<file path="config.mk">
export PLATFORM = sky130hd
export DESIGN_NAME = softmax_stream_flat
export DESIGN_NICKNAME = d
export VERILOG_FILES = /design/src/rtl/softmax_stream_if.sv /design/src/rtl/softmax_stream.sv /design/src/flat_wrapper.sv
export SDC_FILE = /design/constraint.sdc
export NUM_CORES = 1
export LEC_CHECK = 0
export CORE_UTILIZATION = 63
export DETAILED_ROUTE_END_ITERATION = 16
export GPL_TIMING_DRIVEN = 0
export PLACE_DENSITY_LB_ADDON = 0.1
export SLEW_MARGIN = 20
export SYNTH_ARGS = -nofsm -noshare
export SYNTH_HDL_FRONTEND = slang
export SYNTH_SLANG_ARGS = --single-unit
</file>
<file path="constraint.sdc">
create_clock -name clk -period 13.2 [get_ports clk]
set_clock_uncertainty 0.1 [all_clocks]
set_input_delay 1.98 -clock clk [delete_from_list [all_inputs] [get_ports clk]]
set_output_delay 1.98 -clock clk [all_outputs]
set_load 0.02 [all_outputs]
</file>
<file path="src/rtl/softmax_stream_if.sv">
`default_nettype none
// ============================================================================
// Module   : softmax_stream_if
// Purpose  : Valid/ready input and output streams of the softmax_stream block.
// Revision : 1.0 - initial release
// ============================================================================
interface softmax_stream_if #(
  parameter int WIDTH = 16,
  parameter int OUT_W = 16
);
  logic             in_valid;
  logic             in_ready;
  logic [WIDTH-1:0] in_data;
  logic             in_last;
  logic             out_valid;
  logic             out_ready;
  logic [OUT_W-1:0] out_data;
  logic             out_last;

  modport master (
    output in_valid, in_data, in_last, out_ready,
    input  in_ready, out_valid, out_data, out_last
  );

  modport slave (
    input  in_valid, in_data, in_last, out_ready,
    output in_ready, out_valid, out_data, out_last
  );
endinterface
`default_nettype wire

</file>
<file path="src/rtl/softmax_stream.sv">
`default_nettype none
// ============================================================================
// Module   : softmax_stream
// Purpose  : Row-wise streaming softmax: max-subtract, base-2 exponent, divide.
// Revision : 1.0 - initial release
// ============================================================================
module softmax_stream #(
  parameter int N     = 4,
  parameter int WIDTH = 16,
  parameter int FBITS = 8,
  parameter int OUT_W = 16
) (
  input  logic            clk,
  input  logic            rst_n,
  softmax_stream_if.slave sm,
  output logic            busy,
  output logic            err_len
);

  localparam int c_IW  = (N > 1) ? $clog2(N) : 1;
  localparam int c_SW  = FBITS + 2 + $clog2(N);
  localparam int c_EW  = FBITS + 1;
  localparam int c_DW  = $clog2(OUT_W + 1);
  localparam int c_PW  = WIDTH + FBITS + 4;
  localparam int c_L2W = FBITS + 3;

  localparam logic signed [c_L2W-1:0] c_LOG2E =
    c_L2W'(((64'd14426950 << FBITS) + 64'd5000000) / 64'd10000000);
  localparam logic signed [c_PW-1:0]  c_EMAX  = c_PW'(FBITS + 1);
  localparam logic [c_IW-1:0]         c_LAST  = c_IW'(N - 1);
  localparam logic [c_DW-1:0]         c_DLAST = c_DW'(OUT_W);

  localparam logic [1:0] c_LOAD = 2'd0;
  localparam logic [1:0] c_EXP  = 2'd1;
  localparam logic [1:0] c_DIV  = 2'd2;
  localparam logic [1:0] c_OUT  = 2'd3;

  logic [1:0]              r_state;
  logic [1:0]              w_next;
  logic                    r_started;
  logic [WIDTH-1:0]        r_buf [N];
  logic [c_IW-1:0]         r_cnt;
  logic [c_IW-1:0]         r_idx;
  logic signed [WIDTH-1:0] r_max;
  logic [c_SW-1:0]         r_sum;
  logic [c_DW-1:0]         r_dcnt;
  logic [c_SW-1:0]         r_rem;
  logic [OUT_W-1:0]        r_shl;
  logic [OUT_W-1:0]        r_quo;
  logic [OUT_W-1:0]        r_q;
  logic                    r_qlast;
  logic                    r_err;

  logic                    w_in_ready;
  logic                    w_out_valid;
  logic                    w_busy;
  logic                    w_acc;
  logic signed [WIDTH-1:0] w_newmax;

  logic signed [WIDTH-1:0] w_x;
  logic signed [WIDTH:0]   w_d;
  logic signed [c_PW-1:0]  w_dx;
  logic signed [c_PW-1:0]  w_lx;
  logic signed [c_PW-1:0]  w_prod;
  logic signed [c_PW-1:0]  w_p;
  logic signed [c_PW-1:0]  w_k;
  logic signed [c_PW-1:0]  w_negk;
  logic [c_EW-1:0]         w_mant;
  logic [c_EW-1:0]         w_e;

  logic [c_EW-1:0]         w_ediv;
  logic [c_SW:0]           w_t;
  logic                    w_ge;
  logic [c_SW-1:0]         w_tsub;
  logic [c_SW-1:0]         w_rem_nx;
  logic [OUT_W-1:0]        w_quo_nx;

  // ---------------------------------------------------------------- FSM
  always_ff @(posedge clk or negedge rst_n) begin
    if (!rst_n) begin
      r_state <= c_LOAD;
    end else begin
      r_state <= w_next;
    end
  end

  always_comb begin
    w_next = r_state;
    case (r_state)
      c_LOAD: if (w_acc && (r_cnt == c_LAST)) w_next = c_EXP;
      c_EXP:  if (r_idx == c_LAST) w_next = c_DIV;
      c_DIV:  if (r_dcnt == c_DLAST) w_next = c_OUT;
      c_OUT:  if (sm.out_ready) w_next = (r_idx == c_LAST) ? c_LOAD : c_DIV;
      default: w_next = c_LOAD;
    endcase
  end

  // in_ready stays low until the first edge after reset release
  always_comb begin
    w_in_ready  = (r_state == c_LOAD) && r_started;
    w_out_valid = (r_state == c_OUT);
    w_busy      = !((r_state == c_LOAD) && (r_cnt == '0));
  end

  assign w_acc    = sm.in_valid && w_in_ready;
  assign w_newmax = ((r_cnt == '0) || ($signed(sm.in_data) > r_max)) ?
                    $signed(sm.in_data) : r_max;

  // ---------------------------------------------------------------- exponent
  // e = 2^(d*log2e) split into integer k (shift) and fraction f (linear mantissa)
  assign w_x    = $signed(r_buf[r_idx]);
  assign w_d    = {w_x[WIDTH-1], w_x} - {r_max[WIDTH-1], r_max};
  assign w_dx   = c_PW'(w_d);
  assign w_lx   = c_PW'(c_LOG2E);
  assign w_prod = w_dx * w_lx;
  assign w_p    = w_prod >>> FBITS;
  assign w_k    = w_p >>> FBITS;
  assign w_negk = -w_k;
  assign w_mant = {1'b1, w_p[FBITS-1:0]};
  assign w_e    = (w_negk > c_EMAX) ? '0 : (w_mant >> w_negk);

  // ---------------------------------------------------------------- divider
  assign w_ediv   = r_buf[r_idx][c_EW-1:0];
  assign w_t      = {r_rem, r_shl[OUT_W-1]};
  assign w_ge     = (w_t >= {1'b0, r_sum});
  assign w_tsub   = w_t[c_SW-1:0] - r_sum;
  assign w_rem_nx = w_ge ? w_tsub : w_t[c_SW-1:0];
  assign w_quo_nx = {r_quo[OUT_W-2:0], w_ge};

  always_ff @(posedge clk or negedge rst_n) begin
    if (!rst_n) begin
      r_started <= 1'b0;
      for (int i = 0; i < N; i++) r_buf[i] <= '0;
      r_cnt   <= '0;
      r_idx   <= '0;
      r_max   <= '0;
      r_sum   <= '0;
      r_dcnt  <= '0;
      r_rem   <= '0;
      r_shl   <= '0;
      r_quo   <= '0;
      r_q     <= '0;
      r_qlast <= 1'b0;
      r_err   <= 1'b0;
    end else begin
      r_started <= 1'b1;
      r_err     <= 1'b0;
      case (r_state)
        c_LOAD: begin
          if (w_acc) begin
            if (r_cnt == c_LAST) begin
              r_buf[r_cnt] <= sm.in_data;
              r_max        <= w_newmax;
              r_cnt        <= '0;
              r_idx        <= '0;
              r_err        <= !sm.in_last;
            end else if (sm.in_last) begin
              r_err <= 1'b1;
              r_cnt <= '0;
              r_max <= '0;
            end else begin
              r_buf[r_cnt] <= sm.in_data;
              r_max        <= w_newmax;
              r_cnt        <= r_cnt + c_IW'(1);
            end
          end
        end
        c_EXP: begin
          r_buf[r_idx] <= WIDTH'(w_e);
          r_sum        <= r_sum + c_SW'(w_e);
          r_dcnt       <= '0;
          r_idx        <= (r_idx == c_LAST) ? '0 : r_idx + c_IW'(1);
        end
        c_DIV: begin
          if (r_dcnt == '0) begin
            // dividend e*2^(OUT_W-1): high part e>>1 seeds the remainder
            r_rem  <= c_SW'(w_ediv >> 1);
            r_shl  <= {w_ediv[0], {(OUT_W-1){1'b0}}};
            r_quo  <= '0;
            r_dcnt <= r_dcnt + c_DW'(1);
          end else begin
            r_rem <= w_rem_nx;
            r_shl <= r_shl << 1;
            r_quo <= w_quo_nx;
            if (r_dcnt == c_DLAST) begin
              r_q     <= w_quo_nx;
              r_qlast <= (r_idx == c_LAST);
              r_dcnt  <= '0;
            end else begin
              r_dcnt <= r_dcnt + c_DW'(1);
            end
          end
        end
        c_OUT: begin
          if (sm.out_ready) begin
            r_dcnt <= '0;
            if (r_idx == c_LAST) begin
              for (int i = 0; i < N; i++) r_buf[i] <= '0;
              r_idx <= '0;
              r_cnt <= '0;
              r_max <= '0;
              r_sum <= '0;
            end else begin
              r_idx <= r_idx + c_IW'(1);
            end
          end
        end
        default: ;
      endcase
    end
  end

  assign sm.in_ready  = w_in_ready;
  assign sm.out_valid = w_out_valid;
  assign sm.out_data  = r_q;
  assign sm.out_last  = r_qlast;
  assign busy         = w_busy;
  assign err_len      = r_err;

endmodule
`default_nettype wire
</file>
<file path="src/flat_wrapper.sv">
// flat-port wrapper written by rule: the top's interface ports become plain ports
module softmax_stream_flat 
#(
  parameter int N     = 4,
  parameter int WIDTH = 16,
  parameter int FBITS = 8,
  parameter int OUT_W = 16
)
  (clk, rst_n, busy, err_len, sm_in_valid, sm_in_data, sm_in_last, sm_out_ready, sm_in_ready, sm_out_valid, sm_out_data, sm_out_last);
  softmax_stream_if #(.WIDTH(WIDTH), .OUT_W(OUT_W)) sm_i ();
  input  logic clk;
  input  logic rst_n;
  output logic busy;
  output logic err_len;
  input wire logic [$bits(sm_i.in_valid)-1:0] sm_in_valid;
  input wire logic [$bits(sm_i.in_data)-1:0] sm_in_data;
  input wire logic [$bits(sm_i.in_last)-1:0] sm_in_last;
  input wire logic [$bits(sm_i.out_ready)-1:0] sm_out_ready;
  output wire logic [$bits(sm_i.in_ready)-1:0] sm_in_ready;
  output wire logic [$bits(sm_i.out_valid)-1:0] sm_out_valid;
  output wire logic [$bits(sm_i.out_data)-1:0] sm_out_data;
  output wire logic [$bits(sm_i.out_last)-1:0] sm_out_last;
  assign sm_i.in_valid = sm_in_valid;
  assign sm_i.in_data = sm_in_data;
  assign sm_i.in_last = sm_in_last;
  assign sm_i.out_ready = sm_out_ready;
  assign sm_in_ready = sm_i.in_ready;
  assign sm_out_valid = sm_i.out_valid;
  assign sm_out_data = sm_i.out_data;
  assign sm_out_last = sm_i.out_last;
  softmax_stream #(.N(N), .WIDTH(WIDTH), .FBITS(FBITS), .OUT_W(OUT_W)) u_core (.clk(clk), .rst_n(rst_n), .sm(sm_i), .busy(busy), .err_len(err_len));
endmodule
</file>
==> impl_results.md, run 1 <==
- Status: complete, no violations
- Core outline area: slightly above 20000 µm²
- Setup_tns: 0 ns
- Iteration-0 DRC Markers: about 960
- Vias/cell: 6.373
- CTS H-tree depth: 4
- Layout cells sized above 1: 10.75%
- Vias: around 11000
- Uppermost layer routed: met4
- Die Y: 145.6 µm
- DRC viols: 0
- Placer congestion estimate: 0.9436
- FP Rows: 52
- Die Area: about 21000 µm²
- Synthesized area per cell: between 9 and 10 µm²
- Number of enable flip-flop cells after synthesis: 0
- Clk pin slew, worst setup/hold paths: 0.06 ns
- List of most frequent post-synthesis cells: dfrtp_1, inv_1, ha_1, o21ai_0, nand2_1
- WP data arrival: 12.87 ns
- Routed wl met2: approximately 17 mm
- First-pass GRT wire length: 55.43 mm
- Largest net degree at the start of global routing: between 80 and 90
- CP Max Fanout: 10
- Most common cell on crit path: ha_1
- Fin crit share: 95.92%
- DIE WIDTH: 145.6 µm
- Synth cell types: between 80 and 90
- Register area share after synthesis: between 20 and 30%
- Synth top area share: just under 30%
- Initial antenna violation count: 0
- Max Buffers Root-to-Sink: 2
- IO Count: 42
- Worst setup EP type: register
- Number of buffers added on ports: between 40 and 50
- Filler Cell Count: approximately 1500
- Antenna Diode Count: 0
- Hold-fix buffers, CTS: 0
- Biggest area consumer among synthesized cells: dfrtp_1
- Final setup vio count: 0
- Tightest Pin Transition: between 1 and 1.5 ns
- Post-Route WL: roughly 35 mm
- WL per Instance: ~20 µm
- Place WS: -1.600 ns
- Clk sink count: 150
- Startpoint types: register
- Met3 WL: 2.209 mm
- Met1 wire length: approximately 14 mm
- Layout area overhead: 12.60%
- CP Class: register to register
- Final min period: 12.66 ns
- Post-Syn Area: 12980 µm²
- Most common cell in the netlist: dfrtp_1
- FMAX: roughly 79 MHz
- Max-slew headroom: around 26%
- Flops & latches, synth: 150
- Synth warn: 0
- Post-synthesis cell count: about 1400
- Maxcap violations: 0
- Total grt overflow: 0
- Crit-path slowest cell: mux4_2
- Ys async rst share: 100.0%
- Detailed placer's ending HPWL: approximately 26 mm
- Root buf cell: clkbuf_16
- Critical path data required time: about 13 ns
- Max-slew violation count: 0
- Drt first pass iters: 6
- Vias in the first global route: 10751
- Max incr delay on CP: roughly 0.6 ns
- Primary FF master, synth: dfrtp_1
- Insertion delay to the later sink of the worst-skew pair: between 0.4 and 0.5 ns
- Final Hold Vio Count: 0
- Post-Syn Nets: 1573
- GRT Util Overall: 33.28%
- CTS Buf Count: 17
- Starting density of the core: between 60 and 70%
- CTS tree: yes
- Hold crit path type: register to register
- Setup ws final: between 0.5 and 0.6 ns
- Routed Antenna Nets: 0
- Synth area leaders: dfrtp_1, ha_1, fa_1, o21ai_0, inv_1
- # nets final: between 1500 and 2000
[worst paths after layout]
check	from	to	slack (ns)	cells after the start
setup / recovery	u_core.r_idx[0]$_DFFE_PN0P_	u_core.r_sum[9]$_DFFE_PN0P_	0.54	54
max in group asynchronous	rst_n	u_core.err_len$_DFF_PN0_	10.85	2
hold / removal	register	register	0.39	1
setup reg to reg	u_core.r_idx[0]$_DFFE_PN0P_	u_core.r_sum[9]$_DFFE_PN0P_	0.54	54
min in group asynchronous	rst_n	u_core.r_sum[7]$_DFFE_PN0P_	1.38	1
hold reg to reg	register	register	0.39	1
[what timing repair did]
action | CTS | global route
setup endpoints to repair | 11 | 7
gates cloned | 0 | 0
setup buffers | 2 | 9
resized for setup | 19 | 24
pin swaps | 2 | 10
[cells by family after synthesis]
group                    count (synthesis)  synth area share (%)
adder cells (fa/ha/maj)                174                 19.49
buffers and inverters                  197                 5.831
other                                    1               0.02889
flip-flops                             150                 28.91
XOR/XNOR                                56                 3.778
AO/OA/AOI/OAI                          397                 21.08
multiplexers                            80                 8.173
AND/OR/NAND/NOR                        323                 12.71
[stage by stage]
step / hold slack (ns) / instance area [µm²] / instances / util (%)
2_1_floorplan: 0.3605 / 12980 / 1378 / -
3_3_place_gp: 0.3685 / 13730 / 1689 / 67.86
3_5_place_dp: 0.3762 / 13760 / 1690 / 68.02
4_1_cts: 0.3908 / 14480 / 1723 / 71.56
5_1_grt: 0.4115 / 14620 / 1731 / 72.24
6_report: 0.3901 / 14620 / 1731 / 72.24
[critical path: cells and delay by family, from the launching register on]
kind                       cells  cell delay (ns)
and+or+nand+nor               13             2.41
adders and majority gates     10             3.49
buffers and inverters          7             0.97
AOI/OAI and AO/OA             20             3.87
DFF                            1             0.41
xor gates and xnor gates       2             0.40
muxes                          2             0.86
[routing by layer]
metal	vias to the layer above	global-route usage, %
li1	5095	-
met1	5376	44.13
met2	462	55.22
met3	99	4.420
met4	0	13.89
met5	-	0
[layout by cell type, fill, tap and decap left out, types with 38 or more instances in the layout]
master           instances
a21oi_1                 44
a22o_1                  42
a22oi_1                 43
clkbuf_1                38
clkdlybuf4s50_1         40
dfrtp_1                150
fa_1                    47
ha_1                   126
inv_1                  138
nand2_1                102
nor2_1                  56
o21ai_0                109
[area by class of cell]
cell class                 count  area [µm²]  share of cell area, %
multi-input combinational   1031        8618                  58.96
sequential                   150        3754                  25.68
inverter                     141       533.0                  3.646
timing repair buffer          53       525.5                  3.595
clock buffer                  19       452.9                  3.099
tap                          270       337.8                  2.311
buffer                        54       240.2                  1.643
clock inverter                13       156.4                  1.070
Power of run 1 is left out: the tool's default activity adds up to more than one toggle a clock period on the data nets, which glitch-free logic cannot reach.
==> run 2, diff against run 1 <==
--- a/config.mk
+++ b/config.mk
@@ -7,7 +7,6 @@
 export LEC_CHECK = 0
 export CORE_UTILIZATION = 63
 export DETAILED_ROUTE_END_ITERATION = 16
-export GPL_TIMING_DRIVEN = 0
 export PLACE_DENSITY_LB_ADDON = 0.1
 export SLEW_MARGIN = 20
 export SYNTH_ARGS = -nofsm -noshare
==> run 2 against run 1 <==
Net effect: core utilization is 1.3 points lower; worst hold slack better by 0.0028 ns; critical endpoint is now u_core.r_sum[11]$_DFFE_PN0P_; highest routed layer unchanged; sequential cell count stayed put; critical path type unchanged; critical path depth is 2 lower; clock-buffer cell count is 2 lower; final cell count is 2.7% lower; worst setup slack better by 0.26 ns; die area stayed put; via count is 1.8% lower.
==> impl_results.md, run 2 (synthesis gave the netlist of run 1 again) <==
- Status: complete, no violations
- Final Hold Vio Count: 0 (unchanged)
- Die Area: 21180 µm² (unchanged)
- Placer congestion estimate: 0.9846 (+4.3%)
- Root buf cell: clkbuf_16
- Iteration-0 DRC Markers: 918 (-3.9%)
- RSZ-0062 raised after global routing: no
- Largest net degree at the start of global routing: 77 (-9.4%)
- Final min period: 12.40 ns (-0.2634 ns)
- Max incr delay on CP: 0.58 ns (-0.02 ns)
- Number of buffers added on ports: 41 (unchanged)
- CTS H-tree depth: 4 (unchanged)
- Hold crit path type: register to register
- Leading cell type in the layout, fill and taps excluded: dfrtp_1
- Clk pin slew, worst setup/hold paths: 0.07 ns (about the same)
- Worst setup EP type: register
- Max-slew headroom: 28.79% (+2.8 points)
- Final design utilization: 70.91% (-1.3 points)
- IO Count: 42 (unchanged)
- Vias/cell: 6.435 (+0.97%)
- DRC viols: 0 (unchanged)
- Startpoint types: register
- Most common cell on crit path: ha_1
- Layout area overhead: 10.51%
- Max-slew violation count: 0 (unchanged)
- Routed Antenna Nets: 0 (unchanged)
- First-pass GRT wire length: 55.57 mm (+0.24%)
- CTS Buf Count: 17 (unchanged)
- Detailed placer's ending HPWL: 25.96 mm (+0.17%)
- Setup_tns: 0 ns (unchanged)
- CTS tree: yes
- # nets final: 1596 (-2.9%)
- Post-CTS Setup Inserts: 0 (-2)
- Clk sink count: 150 (unchanged)
- Starting density of the core: 64.16% (unchanged)
- Insertion delay to the later sink of the worst-skew pair: 0.44 ns (about the same)
- Final setup vio count: 0 (unchanged)
- Post-Route WL: 34.10 mm (-1.2%)
- WL per Instance: 20.25 µm (+1.5%)
- Buf+Inv Stages, Crit Path: 6 (-1)
- Initial antenna violation count: 0 (unchanged)
- Hold Path Stages: 1 (unchanged)
- DIE WIDTH: 145.6 µm (unchanged)
- FP Rows: 52 (unchanged)
- Tightest Pin Transition: 1.057 ns (-0.04465 ns)
- CP top delay family: compound AO/OA/AOI/OAI gates
- Layout cells sized above 1: 9.901% (-0.85 points)
- FMAX: 80.66 MHz (+2.1%)
- Die Y: 145.6 µm (unchanged)
- GRT Util Overall: 33.15% (-0.13 points)
- Antenna Diode Count: 0 (unchanged)
- CP Class: register to register
- Core outline area: 20230 µm² (unchanged)
- WP data arrival: 12.61 ns (-0.26 ns)
- Vias: 10837 (-1.8%)
- Vias in the first global route: 10716 (-0.33%)
- Total grt overflow: 0 (unchanged)
- Critical path data required time: 13.41 ns (about the same)
- R2R cell count: 52 (-3.7%)
- Worst R2R Setup Slack: 0.80 ns (+0.26 ns)
- Drt first pass iters: 6 (unchanged)
- Crit-path slowest cell: mux4_2
- Most frequent cells in the layout: dfrtp_1, inv_1, ha_1
- Filler Cell Count: 1550 (+2.4%)
- Fin crit share: 93.92% (-2.0 points)
- Max Buffers Root-to-Sink: 2 (unchanged)
- Cell depth of the worst setup path: 52 (-3.7%)
- CP Max Fanout: 10 (unchanged)
- Maxcap violations: 0 (unchanged)
==> run 2: cell count changes in the layout (fill, tap and decap cells not counted), moves of 4 or more <==
| cell | previous run | this run |
|---|---|---|
| buf_2 | 8 | 0 |
| buf_4 | 11 | 19 |
| clkbuf_1 | 38 | 0 |
| clkinv_8 | 0 | 5 |
| inv_6 | 6 | 0 |
| inv_8 | 2 | 6 |
==> run 2: metrics by stage <==
step                      instance area [µm²]  hold WS (ns)  worst slack, ns  std cells
after global placement                  13650        0.3694           0.2158       1652
after detailed placement                13650        0.3780         0.006214       1652
after CTS                               14260        0.3945           0.2011       1684
after global routing                    14350        0.4123           0.1278       1684
after floorplan                         12980        0.3605            1.069       1378
final                                   14350        0.3930           0.8026       1684
==> run 2: routing by layer <==
metal	global-route usage (%)	vias to the layer above	part of all wire, %
li1	-	4993	-
met1	45.38	5354	43
met2	52.86	421	47
met3	6.144	69	6.9
met4	12.00	0	3.1
met5	0	-	0
==> run 2: path summary, 6_finish.rpt <==
| path | start | end |
|---|---|---|
| setup reg to reg | u_core.r_idx[0]$_DFFE_PN0P_ | u_core.r_sum[11]$_DFFE_PN0P_ |
| setup / recovery | u_core.r_idx[0]$_DFFE_PN0P_ | u_core.r_sum[11]$_DFFE_PN0P_ |
| hold / removal | register | register |
| min in group asynchronous | rst_n | u_core.r_rem[11]$_DFFE_PN0P_ |
| max in group asynchronous | rst_n | u_core.r_idx[0]$_DFFE_PN0P_ |
| hold reg to reg | register | register |
==> run 2: timing repair <==
action,in CTS,in global routing
hold buffers,0,0
pin swaps,0,1
resized for setup,1,15
endpoints found under the setup margin,3,6
==> run 2: area by class of cell <==
| class | instances | area, µm² | area share [%] |
|---|---|---|---|
| Tap cell | 270 | 337.8 | 2.355 |
| Timing Repair Buffer | 60 | 554.3 | 3.863 |
| Clock buffer | 17 | 425.4 | 2.965 |
| Multi-Input combinational cell | 1031 | 8562 | 59.68 |
| Inverter | 141 | 529.3 | 3.689 |
| Sequential cell | 150 | 3757 | 26.19 |
| Clock inverter | 15 | 181.4 | 1.264 |
==> run 2: worst register-to-register path: cells and delay by family (launching register included) <==
| family | cells | cell delay [ns] |
|---|---|---|
| mux | 2 | 0.80 |
| xor+xnor | 3 | 0.67 |
| fa+ha+maj | 11 | 3.65 |
| buf+inv | 6 | 0.73 |
| flops | 1 | 0.55 |
| compound gates | 18 | 4.01 |
| simple gates | 12 | 1.82 |
Power of run 2 is left out for the same reason.
==> run 3, diff against run 2 <==
--- a/config.mk
+++ b/config.mk
@@ -5,6 +5,7 @@
 export SDC_FILE = /design/constraint.sdc
 export NUM_CORES = 1
 export LEC_CHECK = 0
+export CAP_MARGIN = 25
 export CORE_UTILIZATION = 63
 export DETAILED_ROUTE_END_ITERATION = 16
 export PLACE_DENSITY_LB_ADDON = 0.1
==> run 3 against run 2 <==
Net effect: clock-buffer cell count stayed put; via count decreased by 0.81%; critical endpoint unchanged; maximum frequency hardly changed; die area did not move; worst setup slack got worse by 0.0015 ns; highest routed layer unchanged; sequential cell count stayed put; design area is 0.10% higher; critical path depth fell by 4.
==> impl_results.md, run 3 (synthesis gave the netlist of run 1 again) <==
- Status: complete, no violations
- IO Count: 42 (unchanged)
- CP Max Fanout: 17 (+7)
- Vias in the first global route: 10646 (-0.65%)
- Total grt overflow: 0 (unchanged)
- RSZ-0062 raised after global routing: no
- Fin area: 14360 µm² (+0.10%)
- Most frequent cells in the layout: dfrtp_1, inv_1, ha_1
- Vias: 10749 (-0.81%)
- Final min period: 12.40 ns (+0.001520 ns)
- CTS H-tree depth: 4 (unchanged)
- DRC viols: 0 (unchanged)
- Cell depth of the worst setup path: 48 (-7.7%)
- Number of buffers added on ports: 41 (unchanged)
- Worst R2R Setup Slack: 0.80 ns (about the same)
- Fin crit share: 93.93% (about the same)
- Final hold slack: 0.3913 ns (-0.001691 ns)
- Largest net degree at the start of global routing: 77 (unchanged)
- Layout area overhead: 10.63%
- DIE WIDTH: 145.6 µm (unchanged)
- Place WS: 0.04965 ns (+0.04344 ns)
- Core outline area: 20230 µm² (unchanged)
- Most common cell on crit path: ha_1
- Placed inst area: 13660 µm² (+0.11%)
- Max-slew violation count: 0 (unchanged)
- Clk sink count: 150 (unchanged)
- Initial antenna violation count: 0 (unchanged)
- Leading cell type in the layout, fill and taps excluded: dfrtp_1
- Maxcap violations: 0 (unchanged)
- First-pass GRT wire length: 54.99 mm (-1.0%)
- Placer congestion estimate: 0.9846 (unchanged)
- Hold crit path type: register to register
- Final Hold Vio Count: 0 (unchanged)
- WP data arrival: 12.61 ns (about the same)
- CTS Buf Count: 17 (unchanged)
- # nets final: 1599 (+0.19%)
- Tightest Pin Transition: 1.006 ns (-0.05091 ns)
- Antenna Diode Count: 0 (unchanged)
- FMAX: 80.65 MHz (about the same)
- Die Area: 21180 µm² (unchanged)
- Detailed placer's ending HPWL: 25.98 mm (about the same)
- Startpoint types: register
- CP top delay family: adder cells
- Hold-fix buffers, CTS: 0 (unchanged)
- Clk pin slew, worst setup/hold paths: 0.07 ns (about the same)
- Insertion delay to the later sink of the worst-skew pair: 0.44 ns (about the same)
- Final setup vio count: 0 (unchanged)
- Critical path data required time: 13.42 ns (about the same)
- Root buf cell: clkbuf_16
- Layout cells sized above 1: 9.809% (-0.092 points)
- GRT Util Overall: 32.76% (-0.38 points)
- Max Buffers Root-to-Sink: 2 (unchanged)
- Post-Route WL: 33.81 mm (-0.84%)
- Worst setup EP type: register
- CTS tree: yes
- Vias/cell: 6.372 (-0.99%)
- Worst R2R Start: u_core.r_idx[0]$_DFFE_PN0P_
- Die Y: 145.6 µm (unchanged)
- Iteration-0 DRC Markers: 903 (-1.6%)
- Routed Antenna Nets: 0 (unchanged)
- Setup ws final: 0.8010 ns (-0.001520 ns)
- Drt first pass iters: 6 (unchanged)
- R2R cell count: 48 (-7.7%)
- Crit-path slowest cell: or4b_1
- FF-to-FF End: u_core.r_sum[11]$_DFFE_PN0P_
- Setup_tns: 0 ns (unchanged)
- Starting density of the core: 64.16% (unchanged)
- Buf+Inv Stages, Crit Path: 5 (-1)
- CP Class: register to register
- Max-slew headroom: 32.79% (+4.0 points)
- WL per Instance: 20.04 µm (-1.0%)
- Hold Path Stages: 1 (unchanged)
- Max incr delay on CP: 0.88 ns (+0.30 ns)
- FP Rows: 52 (unchanged)
[run 3: area by class of cell]
| cell class | count | area, µm² |
|---|---|---|
| clock buffer | 17 | 425.4 |
| multi-input combinational | 1031 | 8539 |
| sequential | 150 | 3757 |
| tap | 270 | 337.8 |
| clock inverter | 15 | 176.4 |
| fill | 1513 | 5872 |
| inverter | 141 | 529.3 |
| timing repair buffer | 63 | 596.8 |
[run 3: through the flow]
stage	utilization [%]	instances
floorplan	-	1378
global placement	67.44	1652
detailed placement	67.52	1654
CTS	70.53	1686
global route	70.98	1687
finish	70.98	1687
[run 3: worst reg2reg max path: cells and delay by family, from the launching register on]
family                     cells  cell delay, ns
DFF                            1            0.54
muxes                          2            0.79
and+or+nand+nor               13            3.04
adders and majority gates     11            3.70
buffers and inverters          5            0.46
xor gates and xnor gates       2            0.44
AOI/OAI and AO/OA             15            3.23
[run 3: worst max path at each step]
stage | start | end | slack, ns
finish | u_core.r_idx[0]$_DFFE_PN0P_ | u_core.r_sum[11]$_DFFE_PN0P_ | 0.80
global route | u_core.r_idx[0]$_DFFE_PN0P_ | u_core.r_sum[11]$_DFFE_PN0P_ | 0.01
CTS | u_core.r_idx[0]$_DFFE_PN0P_ | u_core.r_sum[11]$_DFFE_PN0P_ | 0.24
detailed placement | u_core.r_idx[0]$_DFFE_PN0P_ | u_core.r_sum[10]$_DFFE_PN0P_ | 0.05
global placement | u_core.r_idx[0]$_DFFE_PN0P_ | u_core.r_sum[10]$_DFFE_PN0P_ | 0.22
floorplan | u_core.r_idx[0]$_DFFE_PN0P_ | u_core.r_sum[11]$_DFFE_PN0P_ | 1.07
[run 3: timing repair]
action,in CTS,in global routing
setup buffers,0,0
setup endpoints to repair,1,6
pin swaps,0,2
gates resized for setup,1,12
cloned,0,0
[run 3: routing by layer]
layer | share of wire, % | vias up | wire [µm] | GRT usage, %
li1 | - | 5002 | - | -
met1 | 43 | 5265 | 14640 | 45.08
met2 | 46 | 400 | 15610 | 51.66
met3 | 6.7 | 82 | 2250 | 5.141
met4 | 3.9 | 0 | 1308 | 14.16
met5 | 0 | - | 0 | 0
Power of run 3 is left out for the same reason.
